<file path="config.mk">
export PLATFORM = sky130hd
export DESIGN_NAME = alarm_controller
export DESIGN_NICKNAME = d
export VERILOG_FILES = /design/src/rtl/alarm_controller.sv
export SDC_FILE = /design/constraint.sdc
export NUM_CORES = 1
export LEC_CHECK = 0
export ABC_AREA = 1
export ABC_CLOCK_PERIOD_IN_PS = 2200
export CAP_MARGIN = 5
export CORE_UTILIZATION = 51
export DETAILED_ROUTE_END_ITERATION = 12
export GPL_TIMING_DRIVEN = 0
export PLACE_DENSITY = 0.78
export RECOVER_POWER = 25
export SLEW_MARGIN = 15
export SYNTH_ARGS = -nofsm -noshare
export SYNTH_HDL_FRONTEND = slang
export SYNTH_SLANG_ARGS = --single-unit
</file>
<file path="constraint.sdc">
create_clock -name clk -period 2.2 [get_ports clk]
set_clock_uncertainty 0.1 [all_clocks]
set_input_delay 0.33 -clock clk [delete_from_list [all_inputs] [get_ports clk]]
set_output_delay 0.33 -clock clk [all_outputs]
set_load 0.01 [all_outputs]
</file>
<file path="src/rtl/alarm_controller.sv">
// Alarm controller: compares running time with the alarm time and drives the buzzer via ARMED/RINGING/SNOOZING FSM.
// Latency: outputs registered from next-state; ringing rises one clk after the trigger cycle.
// Backpressure: none; button and tick pulses are consumed in the cycle they arrive.
//
// Ports:
//   clk, reset (async active-low)       - clock and reset
//   sec_tick                            - 1 Hz single-cycle pulse
//   seconds/minutes/hours               - running time
//   alarm_minutes/alarm_hours, alarm_en - programmed alarm and arm level
//   snooze_btn, stop_btn                - debounced single-cycle pulses
//   ringing, snooze_active, buzzer      - registered status and buzzer drive
// Optional build macro: ALARM_BUZZER_PULSE_EN (buzzer pulses at 0.5 Hz while ringing).
module alarm_controller #(
    parameter int RING_SECONDS   = 60,
    parameter int SNOOZE_MINUTES = 5
) (
    input  logic       clk,
    input  logic       reset,
    input  logic       sec_tick,
    input  logic [5:0] seconds,
    input  logic [5:0] minutes,
    input  logic [4:0] hours,
    input  logic [5:0] alarm_minutes,
    input  logic [4:0] alarm_hours,
    input  logic       alarm_en,
    input  logic       snooze_btn,
    input  logic       stop_btn,
    output logic       ringing,
    output logic       snooze_active,
    output logic       buzzer
);

    localparam int SNOOZE_TICKS = SNOOZE_MINUTES * 60;
    localparam int RW           = $clog2(RING_SECONDS + 1);
    localparam int SW           = $clog2(SNOOZE_TICKS + 1);

    localparam logic [RW-1:0] RING_LAST   = RW'(RING_SECONDS - 1);
    localparam logic [RW-1:0] RING_MAX    = RW'(RING_SECONDS);
    localparam logic [SW-1:0] SNOOZE_LOAD = SW'(SNOOZE_TICKS);

    typedef enum logic [1:0] {
        ST_DISARMED = 2'd0,
        ST_ARMED    = 2'd1,
        ST_RINGING  = 2'd2,
        ST_SNOOZING = 2'd3
    } state_t;

    state_t          r_state;
    state_t          w_state_nxt;
    logic [RW-1:0]   r_ring_cnt;
    logic [RW-1:0]   w_ring_cnt_nxt;
    logic [SW-1:0]   r_snooze_cnt;
    logic [SW-1:0]   w_snooze_cnt_nxt;
    logic            r_match_d;
    logic            w_match;
    logic            w_trigger;
    logic            r_ringing;
    logic            r_snooze_active;
    logic            r_buzzer;
    logic            w_buzzer_nxt;

    // Edge-detect the time match so a held 07:30:00 fires only once.
    assign w_match   = (hours == alarm_hours) && (minutes == alarm_minutes) && (seconds == 6'd0);
    assign w_trigger = w_match && !r_match_d;

    always_ff @(posedge clk or negedge reset) begin
        if (!reset) begin
            r_state         <= ST_DISARMED;
            r_ring_cnt      <= '0;
            r_snooze_cnt    <= '0;
            r_match_d       <= 1'b0;
            r_ringing       <= 1'b0;
            r_snooze_active <= 1'b0;
            r_buzzer        <= 1'b0;
        end else begin
            r_state         <= w_state_nxt;
            r_ring_cnt      <= w_ring_cnt_nxt;
            r_snooze_cnt    <= w_snooze_cnt_nxt;
            r_match_d       <= w_match;
            r_ringing       <= (w_state_nxt == ST_RINGING);
            r_snooze_active <= (w_state_nxt == ST_SNOOZING);
            r_buzzer        <= w_buzzer_nxt;
        end
    end

    // Priority: alarm_en low > stop > snooze > trigger/timeout.
    always_comb begin
        w_state_nxt      = r_state;
        w_ring_cnt_nxt   = r_ring_cnt;
        w_snooze_cnt_nxt = r_snooze_cnt;
        if (!alarm_en) begin
            w_state_nxt      = ST_DISARMED;
            w_ring_cnt_nxt   = '0;
            w_snooze_cnt_nxt = '0;
        end else begin
            case (r_state)
                ST_DISARMED: begin
                    // A match already high when arming is swallowed by r_match_d.
                    w_state_nxt      = ST_ARMED;
                    w_ring_cnt_nxt   = '0;
                    w_snooze_cnt_nxt = '0;
                end
                ST_ARMED: begin
                    w_ring_cnt_nxt   = '0;
                    w_snooze_cnt_nxt = '0;
                    if (w_trigger) begin
                        w_state_nxt = ST_RINGING;
                    end
                end
                ST_RINGING: begin
                    if (stop_btn) begin
                        w_state_nxt      = ST_ARMED;
                        w_ring_cnt_nxt   = '0;
                        w_snooze_cnt_nxt = '0;
                    end else if (snooze_btn) begin
                        w_state_nxt      = ST_SNOOZING;
                        w_ring_cnt_nxt   = '0;
                        w_snooze_cnt_nxt = SNOOZE_LOAD;
                    end else if (sec_tick) begin
                        if (r_ring_cnt == RING_LAST) begin
                            w_state_nxt      = ST_ARMED;
                            w_ring_cnt_nxt   = '0;
                            w_snooze_cnt_nxt = '0;
                        end else if (r_ring_cnt < RING_MAX) begin
                            w_ring_cnt_nxt = r_ring_cnt + RW'(1);
                        end
                    end
                end
                ST_SNOOZING: begin
                    // snooze_btn and trigger are deliberately not looked at here.
                    if (stop_btn) begin
                        w_state_nxt      = ST_ARMED;
                        w_ring_cnt_nxt   = '0;
                        w_snooze_cnt_nxt = '0;
                    end else if (sec_tick) begin
                        if (r_snooze_cnt == SW'(1)) begin
                            w_state_nxt      = ST_RINGING;
                            w_ring_cnt_nxt   = '0;
                            w_snooze_cnt_nxt = '0;
                        end else if (r_snooze_cnt != '0) begin
                            w_snooze_cnt_nxt = r_snooze_cnt - SW'(1);
                        end
                    end
                end
                default: begin
                    w_state_nxt      = ST_DISARMED;
                    w_ring_cnt_nxt   = '0;
                    w_snooze_cnt_nxt = '0;
                end
            endcase
        end
    end

`ifdef ALARM_BUZZER_PULSE_EN
    // Start high on RINGING entry, then toggle per tick for a 0.5 Hz tone.
    always_comb begin
        w_buzzer_nxt = 1'b0;
        if (w_state_nxt == ST_RINGING) begin
            if (r_state != ST_RINGING) begin
                w_buzzer_nxt = 1'b1;
            end else if (sec_tick) begin
                w_buzzer_nxt = !r_buzzer;
            end else begin
                w_buzzer_nxt = r_buzzer;
            end
        end
    end
`else
    always_comb begin
        w_buzzer_nxt = (w_state_nxt == ST_RINGING);
    end
`endif

    assign ringing       = r_ringing;
    assign snooze_active = r_snooze_active;
    assign buzzer        = r_buzzer;

endmodule
</file>
==> impl_metrics.py <==
metrics = {
    "run": {
        "cap_viol_max_count": 0,
    },
    "cts": {
        "clk-insertion-delay-late_ns": 0.30,
        "cts_resized": 0,
        "numCtsBuffers": 3,
        "cts.sinks": 20,
        "clk_pin_slew_ns": 0.11,
        "root_buffer": "clkbuf_4",
        "cts_tree": "yes",
        "h-tree-depth": 1,
        "post_cts_buffers": 0,
        "clk_path_buf_depth": 2,
        "postCtsHoldBufs": 0,
    },
    "die": {
        "start_util_pct": 54.1,
        "core_um2": 3080,
        "rows": 20,
        "dieWidth_um": 59.2,
        "dieArea_um2": 3500,
        "io_pins": 37,
        "die_h_um": 59.2,
    },
    "global_route": {
        "grt_pass1_wl_mm": 5.98,
        "overflow": 0,
        "grt_max_degree": 21,
        "antenna_found_initial": 0,
        "grt_pass1_vias": 1512,
        "grt_usage_pct": 22.1,
    },
    "critical_path": {
        "crit_path_end_kind": "flop",
        "cp_top_family": "simple AND/OR/NAND/NOR gates",
        "critical_path.cell_chain": "inv_1 > ha_1 > inv_1 > nor2_1 > nand2_1 > nor2_2 > nor2_4 > nand2_2 > nand2_4 > nand2_4 > buf_12 > nand3_2 > nand2_1",
        "crit_buf_inv": 3,
        "cp_max_fo": 10,
        "crit_path_max_incr_delay_ns": 0.41,
        "critPathKind": "flop to flop",
        "crit_slowest_cell": "dfrtp_1",
        "arrival_ns": 2.03,
        "required_ns": 2.35,
        "critPathLaunchType": "flop",
    },
    "yosys": {
        "yosysSeqAreaShare_pct": 30.0,
        "async_flop_share_pct": 100,
        "syn_area_um2": 1670,
        "synth_edf_count": 0,
        "ys_warn_count": 0,
        "synthSimpleGateAreaFrac_pct": 43.0,
        "syn_area_per_cell_um2": 6.86,
        "yosys_most_used_dff": "dfrtp_1",
        "synthAdderAreaFrac_pct": 3.00,
        "synthXorXnorAreaFrac_pct": 4.20,
        "synth_cell_types": 34,
        "synthMuxAreaShare_pct": 0,
        "synth_compound_area_share_pct": 7.88,
        "synthCells": 243,
        "synth-seq-cells": 20,
        "syn_nets": 281,
        "synth_top_family_by_area": "simple AND/OR/NAND/NOR gates",
    },
    "timing": {
        "rsz0062_at_grt": "false",
        "hold_ws_ns": 0.462,
        "maxSlewViolCount": 0,
        "fmax_ghz": 0.532,
        "relSlewSlack_pct": 40.6,
        "worstMarginPinSlew_ns": 0.888,
        "fin_setup_tns_ns": 0,
        "hold_viol": 0,
        "period_minus_slack_ns": 1.88,
        "setup_viol": 0,
        "final.period_utilization_pct": 85.5,
    },
    "power_and_ir_drop": {
        "power_density_nw_per_um2": 314,
        "cellLeakagePower_nw": 1.05,
        "ir_drop_uv": 157,
    },
    "final_layout": {
        "stdcell_count": 326,
        "drive_above_1_share_pct": 12.4,
        "final_cell_mix": "64 x nand2_1, 35 x inv_1, 35 x clkdlybuf4s50_1",
        "fin_nets": 322,
        "final_common_cell": "nand2_1",
        "area_growth_pct": 26.3,
        "antenna_cells": 0,
    },
    "route": {
        "drc": 0,
        "via_per_inst": 4.95,
        "drt-pass1-iter-count": 4,
        "postRouteAntennaNets": 0,
        "post_drt_wl_per_cell_um": 10.1,
        "num_vias": 1615,
        "wl_met3_um": 153,
        "wl_mm": 3.30,
        "drt_first_iter_violations": 66,
        "wl_met2_mm": 1.72,
        "wl_met1_mm": 1.40,
        "highest_layer": "met4",
    },
    "place": {
        "dp.cells": 323,
        "dp_hpwl_mm": 2.69,
        "place_congestion": 0.850,
        "io_buffers": 36,
    },
    "outcome": {
        "status": "complete, no violations",
    },
    "worst_hold_path": {
        "hold_class": "flop to flop",
    },
}
[power by group]
| group | switching (mW) | leakage (nW) | internal, mW |
|---|---|---|---|
| sequential | 0.00207 | 0.277 | 0.368 |
| clock | 0.112 | 0.0138 | 0.0639 |
| combinational | 0.0473 | 0.756 | 0.0677 |
| total | 0.161 | 1.05 | 0.500 |
[per-layer routing]
layer  up-vias  global-route usage (%)
li1        837                       -
met1       729                    25.9
met2        45                    40.3
met3         4                    3.71
met4         0                    7.82
met5         -                       0
[path summary, 6_finish.rpt]
check | from | endpoint | slack, ns | depth (start not counted)
worst max-delay path | r_snooze_cnt[1] | r_snooze_cnt[5] | 0.32 | 13
min in group asynchronous | reset | r_ring_cnt[5] | 0.48 | 1
worst min-delay path | r_ring_cnt[5] | r_ring_cnt[5] | 0.46 | 2
worst max register to register | r_snooze_cnt[1] | r_snooze_cnt[5] | 0.32 | 13
max in group asynchronous | reset | r_state[1] | 0.97 | 1
worst min register to register | r_ring_cnt[5] | r_ring_cnt[5] | 0.46 | 2
[worst register-to-register path, delay by kind of cell (launching register included)]
kind          cells  cell delay [ns]
simple gates      9             0.84
flops             1             0.41
buf+inv           3             0.31
fa+ha+maj         1             0.16
[sequential cells by signal, summed over array words and instances (netlist names)]
signal and flops:
snooze_active 1, buzzer 1, r_ring_cnt 6, r_snooze_cnt 9, r_match_d 1, r_state 2
[cell families (layout without fill, tap and decap cells)]
logic type,after synthesis,count (layout)
AOI/OAI and AO/OA,20,20
xor gates and xnor gates,8,8
adders and majority gates,4,4
buffers and inverters,45,84
DFF,20,20
and+or+nand+nor,146,146
[synthesized netlist by cell type (3+ instances only)]
| cell type | count | share of area (%) |
|---|---|---|
| nand2_1 | 64 | 14 |
| inv_1 | 35 | 7.9 |
| nor2_1 | 34 | 7.7 |
| dfrtp_1 | 20 | 30 |
| nand3_1 | 16 | 4.8 |
| nand3_2 | 8 | 4.8 |
| o21ai_0 | 6 | 1.8 |
| nand4_1 | 5 | 1.9 |
| nor2_4 | 5 | 3.4 |
| o21ai_2 | 5 | 2.6 |
| xor2_1 | 5 | 2.6 |
| ha_1 | 4 | 3.0 |
| nor3_1 | 4 | 1.2 |
| clkinv_1 | 3 | 0.68 |
| inv_2 | 3 | 0.68 |
| nand2_4 | 3 | 2.0 |
| xnor2_1 | 3 | 1.6 |
[stage by stage]
stage          worst slack, ns  utilization [%]  total power, mW  instance area [µm²]
2_1_floorplan            0.542                -            0.415                 1670
3_3_place_gp             0.115             67.6            0.491                 2080
3_5_place_dp            0.0804             67.6            0.493                 2080
4_1_cts                  0.295             68.4            0.666                 2100
5_1_grt                 0.0744             68.4            0.701                 2100
6_report                 0.320             68.4            0.661                 2100
[area by class of cell]
type                    instances  area (µm²)
inverters                      41         154
well taps                      44        55.1
clock buffers                   3        22.5
repair buffers                 36         360
fillers                       298         973
flip-flops and latches         20         500
plain buffers                   4        43.8
multi-input cells             178         968
No activity file was read; power rests on OpenSTA's default activity.
